`src/rtl/mem_dbus.sv`:
```
// MEM-stage data-bus unit: passes ALU results through and runs
// loads/stores as a req/ack bus transaction while stalling the pipe.
module mem_dbus #(
    parameter int TIMEOUT = 255
) (
    input  logic        clk,
    input  logic        rst,
    input  logic [4:0]  wd_i,
    input  logic        wreg_i,
    input  logic [31:0] wdata_i,
    input  logic [7:0]  aluop_i,
    input  logic [31:0] mem_addr_i,
    input  logic [31:0] reg2_i,
    output logic [4:0]  wd_o,
    output logic        wreg_o,
    output logic [31:0] wdata_o,
    output logic        stallreq_o,
    output logic        err_o,
    output logic        dbus_req_o,
    output logic        dbus_we_o,
    output logic [31:0] dbus_addr_o,
    output logic [3:0]  dbus_sel_o,
    output logic [31:0] dbus_wdata_o,
    input  logic        dbus_ack_i,
    input  logic [31:0] dbus_rdata_i
);
    localparam logic [7:0] OP_LB  = 8'b11100000;
    localparam logic [7:0] OP_LBU = 8'b11100100;
    localparam logic [7:0] OP_LH  = 8'b11100001;
    localparam logic [7:0] OP_LHU = 8'b11100101;
    localparam logic [7:0] OP_LW  = 8'b11100011;
    localparam logic [7:0] OP_SB  = 8'b11101000;
    localparam logic [7:0] OP_SH  = 8'b11101001;
    localparam logic [7:0] OP_SW  = 8'b11101011;
    localparam logic [7:0] CNT_LAST = 8'(TIMEOUT - 1);

    typedef enum logic [1:0] {S_IDLE, S_REQ, S_DONE} state_t;

    state_t      r_state;
    logic [7:0]  r_cnt;
    logic [7:0]  r_op;
    logic [1:0]  r_lo;
    logic [31:0] r_rdata;
    logic        r_err;

    logic        w_is_mem;
    logic        w_is_store;
    logic [3:0]  w_sel;
    logic [31:0] w_wdata;
    logic [7:0]  w_byte;
    logic [15:0] w_half;
    logic [31:0] w_load;

    always_comb begin
        w_is_mem   = 1'b0;
        w_is_store = 1'b0;
        w_sel      = 4'b1111;
        w_wdata    = 32'h0;
        case (aluop_i)
            OP_LB, OP_LBU: begin
                w_is_mem = 1'b1;
                w_sel    = 4'b1000 >> mem_addr_i[1:0];
            end
            OP_LH, OP_LHU: begin
                w_is_mem = 1'b1;
                w_sel    = mem_addr_i[1] ? 4'b0011 : 4'b1100;
            end
            OP_LW: w_is_mem = 1'b1;
            OP_SB: begin
                w_is_mem   = 1'b1;
                w_is_store = 1'b1;
                w_sel      = 4'b1000 >> mem_addr_i[1:0];
                w_wdata    = {4{reg2_i[7:0]}};
            end
            OP_SH: begin
                w_is_mem   = 1'b1;
                w_is_store = 1'b1;
                w_sel      = mem_addr_i[1] ? 4'b0011 : 4'b1100;
                w_wdata    = {2{reg2_i[15:0]}};
            end
            OP_SW: begin
                w_is_mem   = 1'b1;
                w_is_store = 1'b1;
                w_wdata    = reg2_i;
            end
            default: ;
        endcase
    end

    // Big-endian lane pick: byte 0 lives in rdata[31:24]
    always_comb begin
        w_byte = 8'h0;
        case (r_lo)
            2'd0: w_byte = r_rdata[31:24];
            2'd1: w_byte = r_rdata[23:16];
            2'd2: w_byte = r_rdata[15:8];
            2'd3: w_byte = r_rdata[7:0];
            default: ;
        endcase
        w_half = r_lo[1] ? r_rdata[15:0] : r_rdata[31:16];
        w_load = r_rdata;
        case (r_op)
            OP_LB:  w_load = {{24{w_byte[7]}}, w_byte};
            OP_LBU: w_load = {24'h0, w_byte};
            OP_LH:  w_load = {{16{w_half[15]}}, w_half};
            OP_LHU: w_load = {16'h0, w_half};
            default: ;
        endcase
    end

    always_ff @(posedge clk) begin
        if (rst) begin
            r_state      <= S_IDLE;
            r_cnt        <= 8'h0;
            r_op         <= 8'h0;
            r_lo         <= 2'b00;
            r_rdata      <= 32'h0;
            r_err        <= 1'b0;
            dbus_req_o   <= 1'b0;
            dbus_we_o    <= 1'b0;
            dbus_addr_o  <= 32'h0;
            dbus_sel_o   <= 4'h0;
            dbus_wdata_o <= 32'h0;
        end else begin
            case (r_state)
                S_IDLE: begin
                    if (w_is_mem) begin
                        r_state      <= S_REQ;
                        r_cnt        <= 8'h0;
                        r_op         <= aluop_i;
                        r_lo         <= mem_addr_i[1:0];
                        r_err        <= 1'b0;
                        dbus_req_o   <= 1'b1;
                        dbus_we_o    <= w_is_store;
                        dbus_addr_o  <= {mem_addr_i[31:2], 2'b00};
                        dbus_sel_o   <= w_sel;
                        dbus_wdata_o <= w_wdata;
                    end
                end
                S_REQ: begin
                    if (dbus_ack_i) begin
                        r_rdata    <= dbus_rdata_i;
                        r_state    <= S_DONE;
                        dbus_req_o <= 1'b0;
                    end else if (r_cnt == CNT_LAST) begin
                        r_rdata    <= 32'h0;
                        r_err      <= 1'b1;
                        r_state    <= S_DONE;
                        dbus_req_o <= 1'b0;
                    end else begin
                        r_cnt <= r_cnt + 8'd1;
                    end
                end
                S_DONE:  r_state <= S_IDLE;
                default: r_state <= S_IDLE;
            endcase
        end
    end

    assign stallreq_o = (r_state == S_REQ) ||
                        (r_state == S_IDLE && w_is_mem);
    assign wd_o    = wd_i;
    assign wreg_o  = stallreq_o ? 1'b0 : wreg_i;
    assign wdata_o = (r_state == S_DONE && !dbus_we_o) ? w_load : wdata_i;
    assign err_o   = (r_state == S_DONE) && r_err;

endmodule

```
`config.mk`:
```
export PLATFORM = sky130hd
export DESIGN_NAME = mem_dbus
export DESIGN_NICKNAME = d
export VERILOG_FILES = /design/src/rtl/mem_dbus.sv
export SDC_FILE = /design/constraint.sdc
export NUM_CORES = 1
export LEC_CHECK = 0
export ABC_AREA = 0
export CELL_PAD_IN_SITES_DETAIL_PLACEMENT = 0
export CELL_PAD_IN_SITES_GLOBAL_PLACEMENT = 1
export CORE_MARGIN = 2
export CORE_UTILIZATION = 28
export CTS_BUF_LIST = sky130_fd_sc_hd__clkbuf_4 sky130_fd_sc_hd__clkbuf_8
export CTS_CLUSTER_DIAMETER = 60
export DETAILED_ROUTE_END_ITERATION = 6
export PLACE_DENSITY_LB_ADDON = 0.2
export RECOVER_POWER = 100
export SYNTH_ARGS = -nofsm -noshare
export SYNTH_HDL_FRONTEND = slang
export SYNTH_SLANG_ARGS = --single-unit
```
`constraint.sdc`:
```
create_clock -name clk -period 2.4 [get_ports clk]
set_input_delay 0.48 -clock clk [delete_from_list [all_inputs] [get_ports clk]]
set_output_delay 0.48 -clock clk [all_outputs]
set_load 0.02 [all_outputs]
```
Yosys cells after proc, flatten, opt, wreduce, memory -nomap -nowiden
Index checks and enable logic that the tools add are counted.

cells by class
  add/sub/neg operators = 1
  eq/ne operators = 23
  shifts and indexed selects = 1
  multiplexer cells = 28
  reduce and logical (&&, ||, !) cells = 19

operator list
  cell                                                 count
  one-hot mux 32 bit (4 select lines)                  1
  equality test 8 bit, second input constant           13
  2-to-1 mux 32 bit                                    3
  one-hot mux 32 bit (3 select lines)                  1
  one-hot mux 8 bit (4 select lines)                   1
  2-to-1 mux 8 bit                                     3
  2-to-1 mux 16 bit                                    1
  one-hot mux 8 bit (2 select lines)                   1
  2-to-1 mux 1 bit                                     9
  OR reduction 3 bit                                   3
  adder 8 x 1 -> 8 bit, second input constant          1
  != test 2 bit, second input constant                 4
  one-hot mux 4 bit (2 select lines)                   1
  AND reduction 4 bit                                  2
  OR reduction 8 bit                                   1
  equality test 2 bit, second input constant           3
  2-to-1 mux 2 bit                                     3
  AND reduction 2 bit                                  3
  equality test 2 x 1 -> 1 bit, second input constant  2
  zero test 2 bit                                      2
  2-to-1 mux 4 bit                                     1
  one-hot mux 1 bit (2 select lines)                   2
  one-hot mux 2 bit (2 select lines)                   1
  nonzero test 2 bit                                   2
  other kinds (6)                                      8

word-level totals
  flip-flop bits (word level) = 121
  input port bits = 145
  output and inout bits = 110
  logic and storage cells = 83

Longest topological paths before layout
Gate-level depths: netlist of the first run.

  depth in word-level cells = 6
  mapped depth = 7
  gate-level depth less buffers = 6

Worst setup path after synthesis of the first run
Ideal clock, no wire load.

  kind = register -> output
  from = register r_op[1]
  to = output wdata_o[21]
  arrival = 2334 ps
  required time = 1920 ps
  path slack = -414 ps
  cell stages (with the launch flop) = 8
  buffers on the path = 3
  cells stage by stage = dfxtp_1 or4b_4 buf_6 or2_1 buf_6 a2111o_1 buf_6 a31oi_1

between the ends
  word-level cells in the longest chain between the ends = 3
  elaborated cells between the ends (all ways) = 6
  classes of those cells = eq/ne: 4; mux: 2

ends and longest elaborated chain
  item                                     RTL line  source
  start: declaration                       41        logic [7:0] r_op;
  start signal: assignment                 130       r_op <= aluop_i;
  equality test 8 bit                      102       case (r_op)
  one-hot mux 32 bit (4 select lines) (*)  102
  2-to-1 mux 32 bit (*)                    164       assign wdata_o = (r_state == S_DONE && !dbus_we_o) ? w_load : wdata_i;
  end: declaration                         16        output logic [31:0] wdata_o,

Every way passes the cells marked *; elsewhere a longest branch is shown, timed or not.

Worst setup path in the final report of the first run
  from = register r_op[4]
  to = output wdata_o[18]

Same word-level chain as after synthesis.

==> results of run 1 <==
## power groups by stage
| stage | sequential (mW) | combinational [mW] | clock, mW |
|---|---|---|---|
| 2_1_floorplan | 2.10 | 0.258 | 0 |
| 3_3_place_gp | 2.08 | 0.677 | 0 |
| 3_5_place_dp | 2.08 | 0.675 | 0 |
| 4_1_cts | 2.04 | 0.682 | 1.96 |
| 5_1_grt | 2.04 | 0.725 | 2.06 |
| 6_report | 2.04 | 0.678 | 1.90 |
## critical path, stage by stage (launching register included)
cell      delay (ns)
dfxtp_1         0.31
or4b_4          0.54
or2_4           0.26
a2111o_1        0.33
buf_12          0.19
a31oi_2         0.17
buf_4           0.16
## Yosys cell counts (11+ instances only)
cell type	n
nand2_1	146
dfxtp_1	121
a21oi_1	81
nor2_1	73
clkbuf_1	60
o21ai_0	60
a32oi_1	32
a31oi_1	17
a22o_1	16
nor2b_1	12
o21a_1	12
nor3_1	11
## final timing paths
check | end | depth (start not counted)
setup / recovery | wdata_o[18] | 6
hold / removal | dbus_addr_o[30]$_SDFFE_PP0P_ | 2
setup reg to reg | r_cnt[4]$_SDFFE_PP0P_ | 7
hold reg to reg | dbus_addr_o[30]$_SDFFE_PP0P_ | 2
## cell families (layout without fill, tap and decap cells)
group / Yosys count / after routing / share of synthesized area, %
compound gates: 266 / 266 / 29.7
fa+ha+maj: 2 / 2 / 0.425
buf+inv: 82 / 362 / 6.06
flops: 121 / 121 / 41.2
mux: 17 / 17 / 3.28
other cells: 1 / 2 / 0.0638
simple gates: 269 / 269 / 19.3
## routing by layer
metal	global-route usage [%]	vias up	part of all wire, %
met5	0	-	0
met4	4.90	0	1.4
met3	6.33	26	7.3
met2	32.3	236	45
met1	27.5	3137	46
li1	-	3271	-
## sequential cells by signal, indices dropped and copies added (netlist names)
signal,flops
r_state,2
r_lo,2
r_rdata,32
dbus_wdata_o,32
r_err,1
r_cnt,8
dbus_sel_o,4
dbus_addr_o,30
dbus_we_o,1
r_op,8
dbus_req_o,1
## layout make-up
cell class	instances	area, sq um	share of cell area (%)
multi-input cells	556	3610	36.5
repair buffers	323	3100	31.3
flip-flops and latches	121	2430	24.5
well taps	275	344	3.47
clock buffers	17	234	2.36
clock inverters	15	155	1.57
inverters	7	26.3	0.265
## what timing repair did
action,in CTS,in global routing
setup buffers,4,7
pin swaps,11,13
endpoints found under the hold margin,0,0
endpoints found under the setup margin,37,33
resized for setup,203,55
cloned,0,0
==> qor.yml, run 1 <==
ant_nets: 0
synthTopCellsByArea: "dfxtp_1, nand2_1, a21oi_1"
clock_path_buffers: 2
slew_violations: 0
fin_crit_sh_pct: 119
yosysTopAreaCellShare_pct: 41.2
p_comb_share_pct: 14.7
fp.dieW_microns: 149
synth.distinct_cells: 52
p_int_mw: 3.26
synth_area_leader_cell: "dfxtp_1"
crit_type: "reg -> out"
maxCapViolCount: 0
num_vias: 6670
firstDrtPassIters: 6
syn_avg_cell_area_sq_um: 7.76
pre_cts_ws_ns: -0.536
final_cell_mix: "nand2_1, clkdlybuf4s50_1, dfxtp_1"
cts-root-buf: "clkbuf_8"
dp.cells: 1271
yosysWarningCount: 0
vdd_drop_max_mv: 0.309
power_density_mw_per_mm2: 466
gr-usage-all-layers_pct: 20.5
swShare_pct: 29.4
crit_path_start: "r_op[4]$_SDFFE_PP0P_"
end_kind: "output pin"
cts_inserted_buffers: 17
max_freq_ghz: 0.349
worstReg2RegStart: "r_state[0]$_SDFFE_PP0P_"
antenna_found_initial: 0
slew_headroom_pct: 27.4
dieArea_sq_mm: 0.0222
worst_slew_pin_slew_ns: 1.09
first_iter_violations: 381
syn2layout_area_growth_pct: 68.4
drt-total-wl_microns: 23300
fin_setup_tns_ns: -12.37
grt_pass1_wl_microns: 35900
p_seq_share_pct: 44.1
layout_commonest_cell: "nand2_1"
hold_start: "dbus_addr_o[30]$_SDFFE_PP0P_"
ctsHoldBuffers: 0
fp-row-count: 53
fillers: 2097
violations: "setup timing"
crit_arrival_ns: 2.38
drive_above_1_share_pct: 20.5
setup_viol: 35
place_congestion: 0.809
place_area_sq_mm: 0.00915
hp-class: "reg -> reg"
reg2reg_slack_ns: 0.01
status: "finished, violations left"
cp_max_fo: 16
grt_pass1_vias: 6415
period_needed_ns: 2.86
skew_ns: 0.0159
clock_latency_ns: 0.44
fin_area_sq_mm: 0.00990
tritoncts: "built"
final_core_util_pct: 47.6
avgRoutedWirePerCell_microns: 17.7
whs_ns: 0.450
synth_ff_type: "dfxtp_1"
htree_num_levels: 4
crit_required_ns: 1.92
final_nets: 1173
clkTransAtPathRegs_ns: 0.08
clock_power_share_pct: 41.1
grt_max_degree: 77
vias_per_cell: 5.08
dp_hpwl_microns: 16200
power_mw: 4.61
p_sw_mw: 1.36
coreArea_sq_mm: 0.0208
ys_seq_area_share_pct: 41.2
io_pins: 255
synth_cells: 758
rsz0062_at_grt: "yes"
p_leak_nw: 3.74
route.detailed.drc: 0
finalNonFillerCells: 1314
grt_overflow_total: 0
cts.sinks: 121
io_buffers: 242
finalWorstSetupSlack_ns: -0.464
die_y_microns: 149
start_util_pct: 28.2
synthArstFlopShare_pct: 0
synth_edf_count: 0
ys_ff_latch: 121
syn_area_sq_mm: 0.00588
start_kind: "flip-flop"
hold_viol_final: 0
n_antenna_cell: 0
Power figures use the tool's default switching activity.
==> run 2, diff against run 1 <==
--- a/config.mk
+++ b/config.mk
@@ -6,12 +6,13 @@
 export NUM_CORES = 1
 export LEC_CHECK = 0
-export ABC_AREA = 0
+export ABC_AREA = 1
 export CELL_PAD_IN_SITES_DETAIL_PLACEMENT = 0
 export CELL_PAD_IN_SITES_GLOBAL_PLACEMENT = 1
 export CORE_MARGIN = 2
-export CORE_UTILIZATION = 28
+export CORE_UTILIZATION = 27
 export CTS_BUF_LIST = sky130_fd_sc_hd__clkbuf_4 sky130_fd_sc_hd__clkbuf_8
 export CTS_CLUSTER_DIAMETER = 60
 export DETAILED_ROUTE_END_ITERATION = 6
+export HOLD_SLACK_MARGIN = 0.08
 export PLACE_DENSITY_LB_ADDON = 0.2
 export RECOVER_POWER = 100
==> constraint.sdc (replaced) <==
create_clock -name clk -period 2.4 [get_ports clk]
set_input_delay 0.48 -clock clk [delete_from_list [all_inputs] [get_ports clk]]
set_output_delay 0.48 -clock clk [all_outputs]
set_load 0.005 [all_outputs]
==> run 2 against run 1 <==
The run still ends with setup timing left. Total power is 0.99% lower. Combinational power down 26%. Cell count is 20% higher. Register-to-register slack improved by 0.06 ns. Critical path depth grew 7. Largest cell class unchanged.
==> qor.yml, run 2 <==
slew_violations: 0  # unchanged
synthTopCellsByArea: "dfxtp_1, nand2_1, a21oi_1"
yosysTopAreaCellShare_pct: 38.3  # -2.9 points
coreArea_sq_mm: 0.0228  # +9.7%
clock_latency_ns: 0.44  # about the same
ys_ff_latch: 121  # unchanged
tritoncts: "built"
avgRoutedWirePerCell_microns: 14.6  # -17%
fp.dieW_microns: 157  # +5.4%
syn_area_sq_mm: 0.00632  # +7.5%
fin_setup_tns_ns: -1.09  # +11.27 ns
slew_headroom_pct: 30.5  # +3.1 points
skew_ns: 0.0115  # -0.00439 ns
clock_path_buffers: 2  # unchanged
whs_endpoint: "dbus_wdata_o[3]$_SDFFE_PP0P_"
hp-class: "reg -> reg"
synth_commonest_cells: "nand2_1, dfxtp_1, a21oi_1, inv_1, nand3_1"
yosysWarningCount: 0  # unchanged
synth_area_leader_cell: "dfxtp_1"
reg2reg_slack_ns: 0.07  # +0.06 ns
cp_max_fo: 5  # -11
cts-root-buf: "clkbuf_8"
die_y_microns: 157  # +5.4%
num_vias: 7049  # +5.7%
gr-usage-all-layers_pct: 18.9  # -1.6 points
worst_slew_pin_slew_ns: 1.04  # -0.0430 ns
htree_num_levels: 4  # unchanged
top_regs: "dbus_wdata_o (32), r_rdata (32), dbus_addr_o (30)"
setup_viol: 29  # -17%
final_cell_mix: "nand2_1, clkdlybuf4s50_1, dfxtp_1"
min_path_cells: 2  # unchanged
layout_commonest_cell: "nand2_1"
final_nets: 1401  # +19%
synth.most_common_cell: "nand2_1"
crit_required_ns: 1.92  # about the same
synth_edf_count: 0  # unchanged
route.detailed.drc: 0  # unchanged
grt_overflow_total: 0  # unchanged
dp.cells: 1520  # +20%
io_buffers: 242  # unchanged
ant_nets: 0  # unchanged
start_kind: "flip-flop"
drive_above_1_share_pct: 20.4  # -0.058 points
grt_max_degree: 48  # -38%
p_leak_nw: 4.43  # +18%
dp_hpwl_microns: 15800  # -2.6%
crit_arrival_ns: 2.01  # -0.37 ns
fin_crit_sh_pct: 104  # -15 points
n_antenna_cell: 0  # unchanged
status: "finished, violations left"
synth.distinct_cells: 35  # -33%
dieArea_sq_mm: 0.0247  # +11%
end_kind: "output pin"
hold_viol_final: 0  # unchanged
drt-total-wl_microns: 23100  # -0.75%
finalWorstSetupSlack_ns: -0.0935  # +0.371 ns
vdd_drop_max_mv: 0.311  # +0.60%
rsz0062_at_grt: "yes"
syn2layout_area_growth_pct: 60.4
fillers: 2429  # +16%
clkTransAtPathRegs_ns: 0.08  # about the same
worstReg2RegStart: "r_state[1]$_SDFFE_PP0P_"
vias_per_cell: 4.46  # -12%
cts_inserted_buffers: 17  # unchanged
maxCapViolCount: 0  # unchanged
place_congestion: 0.801  # -1.0%
period_needed_ns: 2.49  # -0.371 ns
synth_cells: 987  # +30%
firstDrtPassIters: 5  # -1
cts.sinks: 121  # unchanged
grt_pass1_vias: 6787  # +5.8%
hold_start: "dbus_wdata_o[3]$_SDFFE_PP0P_"
synthArstFlopShare_pct: 0  # unchanged
synth_ff_type: "dfxtp_1"
crit_type: "reg -> out"
ys_seq_area_share_pct: 38.3  # -2.9 points
first_iter_violations: 423  # +11%
pre_cts_ws_ns: -0.235  # +0.301 ns
io_pins: 255  # unchanged
start_util_pct: 27.7  # -0.56 points
max_freq_ghz: 0.401  # +15%
violations: "setup timing"
fp-row-count: 55  # +3.8%
syn_avg_cell_area_sq_um: 6.41  # -17%
power_density_mw_per_mm2: 450  # -3.3%
grt_pass1_wl_microns: 36500  # +1.7%
antenna_found_initial: 1  # +1
finalNonFillerCells: 1580  # +20%
reg2regPathDepth: 10  # +3
rr_endpoint: "dbus_wdata_o[13]$_SDFFE_PP0P_"
run 2: cell count changes after synthesis, sizes merged, moves of 15 or more:
cell | previous run | this run
o21ai | 60 | 33
nand2 | 146 | 424
a31oi | 17 | 2
buf | 15 | 38
clkbuf | 60 | 20
nand3 | 8 | 67
a22o | 16 | 0
inv | 5 | 74
nor2 | 73 | 50
a21oi | 81 | 113
a32oi | 32 | 0
or2 | 1 | 21
run 2: metrics by stage:
step | total power, mW | hold slack, ns | util (%) | cell area, sq um
after floorplan | 2.25 | 0.423 | - | 6330
after global placement | 2.62 | 0.429 | 40.2 | 9180
after detailed placement | 2.61 | 0.437 | 40.2 | 9180
after CTS | 4.64 | 0.453 | 44.1 | 10100
after global routing | 4.77 | 0.445 | 44.4 | 10100
final | 4.57 | 0.446 | 44.4 | 10100
run 2: layout make-up:
| class | instances | area, sq um | area share (%) |
|---|---|---|---|
| flip-flops and latches | 121 | 2430 | 24.0 |
| clock buffers | 18 | 241 | 2.38 |
| multi-input cells | 735 | 3590 | 35.4 |
| well taps | 313 | 392 | 3.86 |
| repair buffers | 305 | 3010 | 29.7 |
| inverters | 74 | 283 | 2.79 |
| clock inverters | 14 | 185 | 1.83 |
run 2: timing repair:
item,in CTS,in global routing
setup buffers,18,5
cloned,8,0
hold buffers,0,0
setup endpoints to repair,34,32
pin swaps,67,36
gates resized for setup,206,51
run 2: metal layers:
metal / up-vias / part of all wire [%] / GRT usage, %
met3: 20 / 8.5 / 7.05
met1: 3187 / 45 / 24.6
met5: - / 0.056 / 0
met4: 2 / 1.2 / 4.46
li1: 3640 / - / -
met2: 200 / 45 / 29.6
run 2: worst max-delay path: stages (launching register included):
cell	delay, ns
dfxtp_2	0.32
inv_2	0.05
nand2_2	0.05
nor2_2	0.11
buf_4	0.14
nand3_4	0.10
buf_12	0.17
buf_8	0.13
buf_16	0.13
a21oi_2	0.09
nand2_1	0.06
nand2_1	0.06
nand2_1	0.04
buf_2	0.12
run 2: worst max-delay path by stage:
stage	start	endpoint
final	r_op[4]$_SDFFE_PP0P_	wdata_o[10]
after detailed placement	aluop_i[1]	wreg_o
after floorplan	aluop_i[0]	wreg_o
after global routing	r_op[6]$_SDFFE_PP0P_	wdata_o[12]
after CTS	r_op[4]$_SDFFE_PP0P_	wdata_o[0]
after global placement	aluop_i[1]	wreg_o
run 2: cells by family (layout without fill, tap and decap cells):
logic type	after synthesis	in the layout	share of synthesized area [%]
flops	121	121	38.3
fa+ha+maj	2	2	0.396
xor+xnor	2	2	0.277
simple gates	571	571	38.1
buf+inv	132	411	9.66
other cells	1	2	0.0593
compound gates	158	158	13.2
run 2: power breakdown:
part	internal [mW]	switching, mW	total [mW]
logic	0.305	0.196	0.501
registers	2.02	0.0122	2.04
clock network	1.07	0.961	2.03
==> run 3, diff against run 2 <==
- CORE_UTILIZATION: 27 -> 30
- clock period: 2.4 -> 2.5 ns (I/O delays scaled with it)
==> run 3 against run 2 <==
The flow now finishes without violations. Clock skew up 0.0020 ns. Hold slack got worse by 0.025 ns. Highest routed layer is now met4. Flip-flop and latch count unchanged. Critical path depth shrank 1. Die area shrank 9.7%. Largest cell class unchanged. Wire length shrank 3.9%.
==> qor.yml, run 3 (synthesis results as in run 2) <==
drive_above_1_share_pct: 20.0  # -0.39 points
setup_viol: 0  # -100%
rsz0062_at_grt: "yes"
hp-class: "in -> reg"
io_buffers: 242  # unchanged
place_area_sq_mm: 0.00909  # -1.0%
coreArea_sq_mm: 0.0208  # -8.9%
hold_viol_final: 0  # unchanged
dp_hpwl_microns: 15300  # -3.0%
syn2layout_area_growth_pct: 60.7
power_mw: 4.52  # -0.93%
cts-root-buf: "clkbuf_8"
vdd_drop_max_mv: 0.333  # +7.3%
grt_pass1_vias: 6766  # -0.31%
status: "completed"
fin_crit_sh_pct: 99.0
clock_latency_ns: 0.45  # about the same
start_util_pct: 30.4  # +2.7 points
slew_headroom_pct: 38.3  # +7.8 points
worstReg2RegStart: "r_state[1]$_SDFFE_PP0P_"
place_congestion: 0.794  # -0.90%
route.detailed.drc: 0  # unchanged
end_kind: "output pin"
grt_overflow_total: 0  # unchanged
crit_type: "reg -> out"
maxCapViolCount: 0  # unchanged
whs_ns: 0.422  # -0.0245 ns
crit_top_cell: "buf_12"
cp_max_fo: 5  # unchanged
slowest_stage: "dfxtp_2"
clkTransAtPathRegs_ns: 0.07  # about the same
io_pins: 255  # unchanged
grt_pass1_wl_microns: 35200  # -3.4%
slowest_delay_ns: 0.32  # about the same
rr_endpoint: "dbus_sel_o[2]$_SDFFE_PP0P_"
pre_cts_ws_ns: -0.237  # -0.00158 ns
vias_per_cell: 4.52  # +1.2%
avgRoutedWirePerCell_microns: 14.4  # -1.5%
slew_violations: 0  # unchanged
final_core_util_pct: 48.8  # +4.4 points
firstDrtPassIters: 5  # unchanged
power_density_mw_per_mm2: 445  # -1.1%
grt_max_degree: 46  # -4.2%
cts.sinks: 121  # unchanged
final_cell_mix: "nand2_1, clkdlybuf4s50_1, dfxtp_1"
first_iter_violations: 270  # -36%
max_freq_ghz: 0.404
htree_num_levels: 4  # unchanged
p_leak_nw: 4.48  # +1.2%
crit_required_ns: 2.00  # +0.08 ns
finalWorstSetupSlack_ns: 0.0244  # +0.118 ns
cts_inserted_buffers: 17  # unchanged
tritoncts: "built"
start_kind: "flip-flop"
skew_ns: 0.0135  # +0.00200 ns
reg2regPathDepth: 10  # unchanged
min_path_cells: 2  # unchanged
crit_path_cell_trace: "inv_2 > nand2_2 > nor2_4 > nand3_4 > buf_12 > buf_12 > clkbuf_16 > a21oi_4 > nand3_2 > nand2_1 > inv_1 > buf_2"
whs_endpoint: "r_state[1]$_SDFFE_PP0P_"
fin_area_sq_mm: 0.0102  # +0.18%
hold_start: "rst"
drt-total-wl_microns: 22200  # -3.9%
clock_path_buffers: 2  # unchanged
dieArea_sq_mm: 0.0223  # -9.7%
fp-row-count: 53  # -3.6%
antenna_found_initial: 0  # -1
num_vias: 6965  # -1.2%
die_y_microns: 149  # -5.0%
n_antenna_cell: 0  # unchanged
gr-usage-all-layers_pct: 20.0  # +1.1 points
period_needed_ns: 2.48
top_regs: "dbus_wdata_o (32), r_rdata (32), dbus_addr_o (30)"
worst_slew_pin_slew_ns: 0.926  # -0.117 ns
crit_arrival_ns: 1.98  # -0.03 ns
layout_commonest_cell: "nand2_1"
ant_nets: 0  # unchanged
reg2reg_slack_ns: 0.26  # +0.19 ns
final_nets: 1401  # unchanged
ctsHoldBuffers: 0  # unchanged
fp.dieW_microns: 149  # -5.0%
-- run 3: where the power goes --
| group | total, mW | internal, mW | leakage (nW) | switching (mW) |
|---|---|---|---|---|
| Sequential | 1.96 | 1.94 | 0.980 | 0.0125 |
| Clock | 2.09 | 1.24 | 0.235 | 0.857 |
| Combinational | 0.474 | 0.289 | 3.27 | 0.185 |
| Total | 4.52 | 3.47 | 4.48 | 1.05 |
-- run 3: worst max-delay path by stage --
stage,cells past startpoint,start,endpoint
after floorplan,9,aluop_i[0],wreg_o
after global placement,10,aluop_i[2],wreg_o
after detailed placement,10,aluop_i[1],wreg_o
after CTS,10,r_op[3]$_SDFFE_PP0P_,wdata_o[27]
after global routing,11,r_op[4]$_SDFFE_PP0P_,wdata_o[17]
final,12,r_op[4]$_SDFFE_PP0P_,wdata_o[19]
-- run 3: repair_timing --
item	in CTS	in global routing
gates resized for setup	189	66
pin swaps	48	45
cloned	8	1
buffers inserted	22	5
setup endpoints to repair	34	32
-- run 3: metrics by stage --
step	setup TNS, ns	instances
after floorplan	0	988
after detailed placement	-0.381	1478
final	0	1542
after global routing	-1.62	1542
after CTS	-1.72	1540
after global placement	-0.307	1478
-- run 3: worst max-delay path, delay by kind of cell (launching register included) --
kind | cells | cell delay, ns
AOI/OAI and AO/OA | 1 | 0.14
buffers and inverters | 6 | 0.64
DFF | 1 | 0.32
and+or+nand+nor | 5 | 0.43
-- run 3: routing by layer --
metal / up-vias / share of wire (%) / GRT usage, %
met3: 24 / 8.5 / 7.40
met4: 0 / 1.5 / 6.10
met1: 3097 / 45 / 25.7
li1: 3640 / - / -
met5: - / 0 / 0
met2: 204 / 45 / 31.1
-- run 3: layout make-up --
type                            instances  area (sq um)
Tap cell                              275           344
Clock buffer                           19           255
Fill cell                            2154         10700
Sequential cell                       121          2430
Clock inverter                         13           215
Timing Repair Buffer                  305          3000
Inverter                               74           287
Multi-Input combinational cell        735          3630
